File: src/rtl/uart_tx_fifo_drain.sv
// UART 8-N-1 transmitter that drains a first-word-fall-through TX FIFO.
// Optional even parity; bit timing from a shared oversampling baud tick.
module uart_tx_fifo_drain #(
  parameter int TICKS_PER_BIT = 16,
  parameter bit PARITY_EN     = 1'b0
) (
  input  logic       clk,
  input  logic       rst,
  input  logic       b_tick,
  input  logic       fifo_empty,
  input  logic [7:0] fifo_rdata,
  output logic       fifo_pop,
  output logic       tx,
  output logic       tx_busy,
  output logic       tx_done
);

  typedef enum logic [2:0] {
    IDLE,
    START,
    DATA,
    PARITY,
    STOP
  } state_e;

  localparam int CW =
    (TICKS_PER_BIT > 1) ? $clog2(TICKS_PER_BIT) : 1;
  localparam logic [CW-1:0] LAST = CW'(TICKS_PER_BIT - 1);

  state_e        state_q;
  logic [CW-1:0] cnt_q;
  logic [2:0]    idx_q;
  logic [7:0]    shift_q;
  logic          par_q;
  logic          tx_q;
  logic          busy_q;
  logic          done_q;
  logic          bit_end_d;

  assign bit_end_d = b_tick && (cnt_q == LAST);
  assign fifo_pop  = (state_q == IDLE) && !fifo_empty;
  assign tx        = tx_q;
  assign tx_busy   = busy_q;
  assign tx_done   = done_q;

  always_ff @(posedge clk or posedge rst) begin
    if (rst) begin
      state_q <= IDLE;
      cnt_q   <= '0;
      idx_q   <= '0;
      shift_q <= '0;
      par_q   <= 1'b0;
      tx_q    <= 1'b1;
      busy_q  <= 1'b0;
      done_q  <= 1'b0;
    end else begin
      done_q <= 1'b0;
      if (state_q != IDLE && b_tick)
        cnt_q <= bit_end_d ? '0 : cnt_q + 1'b1;
      case (state_q)
        IDLE: begin
          // a tick in the pop cycle is dropped: counter restarts
          if (fifo_pop) begin
            shift_q <= fifo_rdata;
            par_q   <= ^fifo_rdata;
            cnt_q   <= '0;
            tx_q    <= 1'b0;
            busy_q  <= 1'b1;
            state_q <= START;
          end
        end
        START: begin
          if (bit_end_d) begin
            idx_q   <= '0;
            tx_q    <= shift_q[0];
            state_q <= DATA;
          end
        end
        DATA: begin
          if (bit_end_d) begin
            shift_q <= {1'b0, shift_q[7:1]};
            if (idx_q == 3'd7) begin
              if (PARITY_EN) begin
                tx_q    <= par_q;
                state_q <= PARITY;
              end else begin
                tx_q    <= 1'b1;
                state_q <= STOP;
              end
            end else begin
              idx_q <= idx_q + 3'd1;
              tx_q  <= shift_q[1];
            end
          end
        end
        PARITY: begin
          if (bit_end_d) begin
            tx_q    <= 1'b1;
            state_q <= STOP;
          end
        end
        STOP: begin
          if (bit_end_d) begin
            tx_q    <= 1'b1;
            busy_q  <= 1'b0;
            done_q  <= 1'b1;
            state_q <= IDLE;
          end
        end
        default: begin
          tx_q    <= 1'b1;
          busy_q  <= 1'b0;
          state_q <= IDLE;
        end
      endcase
    end
  end

endmodule

File: config.mk
export PLATFORM = sky130hd
export DESIGN_NAME = uart_tx_fifo_drain
export DESIGN_NICKNAME = d
export VERILOG_FILES = /design/src/rtl/uart_tx_fifo_drain.sv
export SDC_FILE = /design/constraint.sdc
export NUM_CORES = 1
export LEC_CHECK = 0
export CAP_MARGIN = 10
export CELL_PAD_IN_SITES_DETAIL_PLACEMENT = 0
export CELL_PAD_IN_SITES_GLOBAL_PLACEMENT = 2
export CORE_MARGIN = 3
export CORE_UTILIZATION = 30
export DETAILED_ROUTE_END_ITERATION = 10
export GPL_ROUTABILITY_DRIVEN = 0
export PLACE_DENSITY = 0.73
export REMOVE_ABC_BUFFERS = 1
export SLEW_MARGIN = 25
export SYNTH_ARGS = -nofsm -noshare
export SYNTH_HDL_FRONTEND = slang
export SYNTH_SLANG_ARGS = --single-unit
File: constraint.sdc
create_clock -name clk -period 1.8 [get_ports clk]
set_input_delay 0.45 -clock clk [delete_from_list [all_inputs] [get_ports clk]]
set_output_delay 0.45 -clock clk [all_outputs]
set_load 0.005 [all_outputs]
Yosys cells after proc, flatten, opt, wreduce, memory -nomap -nowiden
Cells that the tools add are included.
{"block": "totals", "ff_bits": 21}
{"block": "op_classes", "add_sub_neg": 2, "n_bitwise": 1, "n_reduce_logical": 15, "n_eq_ne": 14, "mux": 28}
{"operator": "3-bit 2-to-1 mux", "count": 8}
{"operator": "4-bit 2-to-1 mux", "count": 4}
{"operator": "8-bit 2-to-1 mux", "count": 2}
{"operator": "8-bit case mux with 2 select lines", "count": 1}
{"operator": "3-bit case mux with 5 select lines", "count": 1}
{"operator": "2-bit inequality test, second input constant", "count": 7}
{"operator": "1-bit 2-to-1 mux", "count": 9}
{"operator": "4-bit AND reduction", "count": 2}
{"operator": "3-bit by 2-bit equality test with 1-bit output, second input constant", "count": 2}
{"operator": "3-bit equality test, second input constant", "count": 2}
{"operator": "3-bit case mux with 2 select lines", "count": 1}
{"operator": "3-bit AND reduction", "count": 2}
{"operator": "6-bit AND reduction", "count": 1}
{"operator": "4-bit by 1-bit adder with 4-bit output, second input constant", "count": 1}
{"operator": "4-bit equality test, second input constant", "count": 1}
{"operator": "1-bit case mux with 4 select lines", "count": 1}
{"operator": "2-bit nonzero test", "count": 2}
{"operator": "3-bit by 1-bit adder with 3-bit output, second input constant", "count": 1}
{"operator": "3-bit by 1-bit equality test with 1-bit output, second input constant", "count": 1}
{"operator": "1-bit logical AND", "count": 3}
{"operator": "3-bit zero test", "count": 1}
{"operator": "1-bit case mux with 3 select lines", "count": 1}
{"operator": "3-bit nonzero test", "count": 1}
{"operator": "3-bit OR reduction", "count": 1}
{"operator": "other kinds (4)", "count": 4}

Depth between registers and ports, before layout
{"block": "logic_depth", "ltp_word": 6, "mapped_depth": 7}

Worst setup path before layout
OpenSTA, ideal clock, no wires.
{"block": "synth_timing", "path_type": "flip-flop to flip-flop", "start": "reg idx_q[0]", "end": "reg idx_q[0]", "t_required_ns": 1.672, "n_path_buf": 0, "period_less_slack_ns": 1.619, "setup_ns": 0.128, "path_slack_ns": 0.181, "path_stages_with_launch": 7, "arrival_ns": 1.491, "cell_sequence": "dfrtp_1 -> ha_1 -> ha_1 -> nor2_1 -> a21oi_2 -> nor3_4 -> mux2_1"}
{"block": "synth_via", "elab_chain_cells": 4, "elab_cells_between_ends": 7}
{"element": "start: declaration", "line_no": "32", "text": "logic [2:0] idx_q;"}
{"element": "start signal: assignment", "line_no": "91", "text": "idx_q <= idx_q + 3'd1;"}
{"element": "3-bit by 1-bit adder with 3-bit output", "line_no": "91"}
{"element": "3-bit 2-to-1 mux", "line_no": "82", "text": "if (idx_q == 3'd7) begin"}
{"element": "3-bit 2-to-1 mux", "line_no": "80", "text": "if (bit_end_d) begin"}
{"element": "3-bit case mux with 2 select lines", "line_no": "60", "text": "case (state_q)"}
Parallel ways exist; a longest one is shown, timed or not. The select of a mux whose other input is x is not followed.
A chain may end at the register's enable or synchronous reset.

Final worst setup path
{"block": "layout_timing", "start": "reg tx_q, in the netlist tx", "end": "out tx"}
{"element": "start: declaration", "line_no": "35", "text": "logic tx_q;"}
{"element": "start signal: assignment", "line_no": "75", "text": "tx_q <= shift_q[0];"}
{"element": "start signal: assignment", "line_no": "84", "text": "tx_q <= par_q;"}
{"element": "start signal: assignment", "line_no": "92", "text": "tx_q <= shift_q[1];"}
{"element": "end: declaration", "line_no": "13", "text": "output logic tx,"}
No word-level cell between the ends.

==> results.md <==
* Status: complete, no violations
* Yosys warns at 0
* PwrDens at 1120 nW/um^2
* Die height at 67.3 um
* N_diodes at 0
* Port-buffer cells at 15
* Sequential share of the synthesized area at between 40% and 50%
* DR vias/cell at between 4 and 5
* CTS buffer count at 3
* Mean Syn Cell Area at 10.2 um^2
* Max VDD drop at 0.529 mV
* Core region area at 3470 um^2
* DRC at 0
* Worst reg2reg setup slack at approximately 0.18 ns
* DRT antenna net count at 0
* Htree depth at 1
* Finished Core Util at between 40 and 50%
* Initial antenna violation count at 0
* Worst-path maximum fanout at 3
* Flop pwr share at 47.0%
* Syn-to-layout area delta at 27.2%
* Crit-path cells: clkdlybuf4s50_1
* Combinational cell fraction of total power at 33.6%
* CP required at 1.35 ns
* DR iter-0 viols at 38
* Max incr delay on CP at 0.55 ns
* Grt ovf at 0
* Starting density of the core at 32.5%
* Pwr Total at 1.61 mW
* Final nets at 154
* CP max stage cell: dfstp_2
* RSZ-0062 raised after global routing: no
* Share of cells above drive strength 1 at 26.1%
* Worst-Margin Slew at about 0.27 ns
* Clk sinks at 21
* First-pass GRT wire length at 3820 um
* CTS Root Buffer Type: clkbuf_8
* Crit path buf inv count at 1
* DP Wirelength at ~1700 um
* Number of enable flip-flop cells after synthesis at 0
* Fin. Hold Viols at 0
* Wirelength per Cell at around 12 um
* Final-report setup violation count at 0
* Critical Path AT at 1.30 ns
* Total number of vias at slightly below 900
* CTS tree: done
* Clk_skew at 0.00819 ns
* P_leak at 0.636 nW
* GR Util All Layers at 11.3%
* Worst hold path class: register to register
* Clk pwr share at 19.4%
* Clock Latency Late Sink at 0.26 ns
* Clock Path Buffers at 2
* Cell family with most CP delay: flip-flops
* Max Cap Viol at 0
* I/O pin total at 16
* Final worst-path cycle share at 97.0%
* Max-slew violations at 0
* Die X at 67.3 um
* TritonRoute pass-1 iters at 4
* Startpoint types: register
* Post-synth top flop: dfrtp_1
* Net Switching at 0.526 mW
* # rows at 21
* Number of global-route vias before repair at 877
* Synthesized area at 1130 um^2
* Setup TNS at 0 ns
* Asr flop ratio synth at 100%
* Yosys reg bits at 21
* Die area at ~4500 um^2
* Fin crit period at 1.75 ns
* Pint at 1.09 mW
* Setup crit end kind: output port
* Clock-pin transition on the worst setup and hold timing paths at 0.08 ns
* Design Area, Final at 1430 um^2
* Sw Ratio at 32.7%
* Area after DPL at 1380 um^2
* Distinct cells, synth at 34
* Critical Setup Path Class: register to output port
* Rel. slew slack at 81.9%
* Max Clock Freq at 0.573 GHz
* Largest net degree at the start of global routing at 22
* Drt total wl at 2210 um
* Cells after Synth at 111
* Worst hold slack at 0.491 ns
* Post-cts hold buffer count at 0
-- registers in the layout, summed over array words and instances (netlist names) --
signal   flops
tx_busy      1
idx_q        3
state_q      3
cnt_q        4
shift_q      8
tx           1
tx_done      1
-- per-stage QoR --
step / std cells / setup WS (ns)
floorplan: 105 / 0.117
global placement: 179 / -0.336
detailed placement: 179 / -0.315
CTS: 184 / 0.0389
global route: 184 / 0.00129
finish: 184 / 0.0537
-- cells in the mapped netlist, drive strengths merged (2+ instances only) --
cell    number  area (um^2)
dfrtp       20          500
a21oi       12         90.1
inv         11         41.3
nand2       10         40.0
nor2         7         28.8
o22ai        7         43.8
buf          6         55.1
nand3        5         25.0
o21ai        5         25.0
ha           3         37.5
nor3         3         26.3
mux2         2         22.5
mux2i        2         20.0
nand2b       2         20.0
nand4        2         12.5
nor2b        2         12.5
-- area by class of cell --
| type | count | area [um^2] |
|---|---|---|
| fill | 357 | 2030 |
| sequential | 21 | 527 |
| inverter | 11 | 41.3 |
| timing repair buffer | 29 | 255 |
| tap | 46 | 57.6 |
| clock inverter | 1 | 5.00 |
| multi-input combinational | 73 | 507 |
| clock buffer | 3 | 41.3 |
-- cells in the final DEF (no fill, tap or decap), types with 3 or more instances in the layout --
master           Yosys  final
clkbuf_8             0      3
o22ai_1              7      7
ha_1                 3      3
a21oi_1              4      4
buf_4                0     14
nand3_1              5      5
clkdlybuf4s50_1      0     13
inv_1               11     10
nor2_1               6      5
nand2_1              9      9
o21ai_0              5      5
a21oi_2              8      8
dfrtp_1             20     20
-- logic make-up after synthesis --
logic type      Yosys count  share of synthesized area (%)
compound gates           30                           18.3
simple gates             35                           18.5
fa+ha+maj                 3                           3.33
xor+xnor                  1                          0.777
flops                    21                           46.7
mux                       4                           3.77
buf+inv                  17                           8.55
-- power groups by stage --
| stage | Combinational, mW | Clock (mW) | Sequential, mW |
|---|---|---|---|
| 2_1_floorplan | 0.340 | 0 | 0.759 |
| 4_1_cts | 0.550 | 0.327 | 0.760 |
| 6_report | 0.541 | 0.313 | 0.757 |
| 3_3_place_gp | 0.531 | 0 | 0.760 |
| 3_5_place_dp | 0.544 | 0 | 0.770 |
| 5_1_grt | 0.614 | 0.355 | 0.778 |
-- worst paths after layout --
kind,depth (start not counted),to,start
max in group asynchronous,3,tx$_DFFE_PP1P_,rst
worst max register to register,6,idx_q[0]$_DFFE_PP0P_,idx_q[0]$_DFFE_PP0P_
min in group asynchronous,3,cnt_q[2]$_DFF_PP0_,rst
worst min-delay path,1,tx_busy$_DFFE_PP0P_,tx_busy$_DFFE_PP0P_
worst max-delay path,1,tx,tx$_DFFE_PP1P_
worst min register to register,1,tx_busy$_DFFE_PP0P_,tx_busy$_DFFE_PP0P_
-- metal layers --
metal / global-route usage, % / routed length, um / up-vias
met1: 13.5 / 1030 / 404
li1: - / - / 440
met2: 19.3 / 1050 / 16
met3: 2.00 / 79 / 5
met4: 6.08 / 44 / 0
met5: 0 / 0 / -
-- repair_timing --
action | CTS | global route
pin swaps | 2 | 0
gates resized for setup | 5 | 1
setup endpoints to repair | 1 | 2
buffers inserted | 1 | 0
No activity file was read; power rests on OpenSTA's default activity.
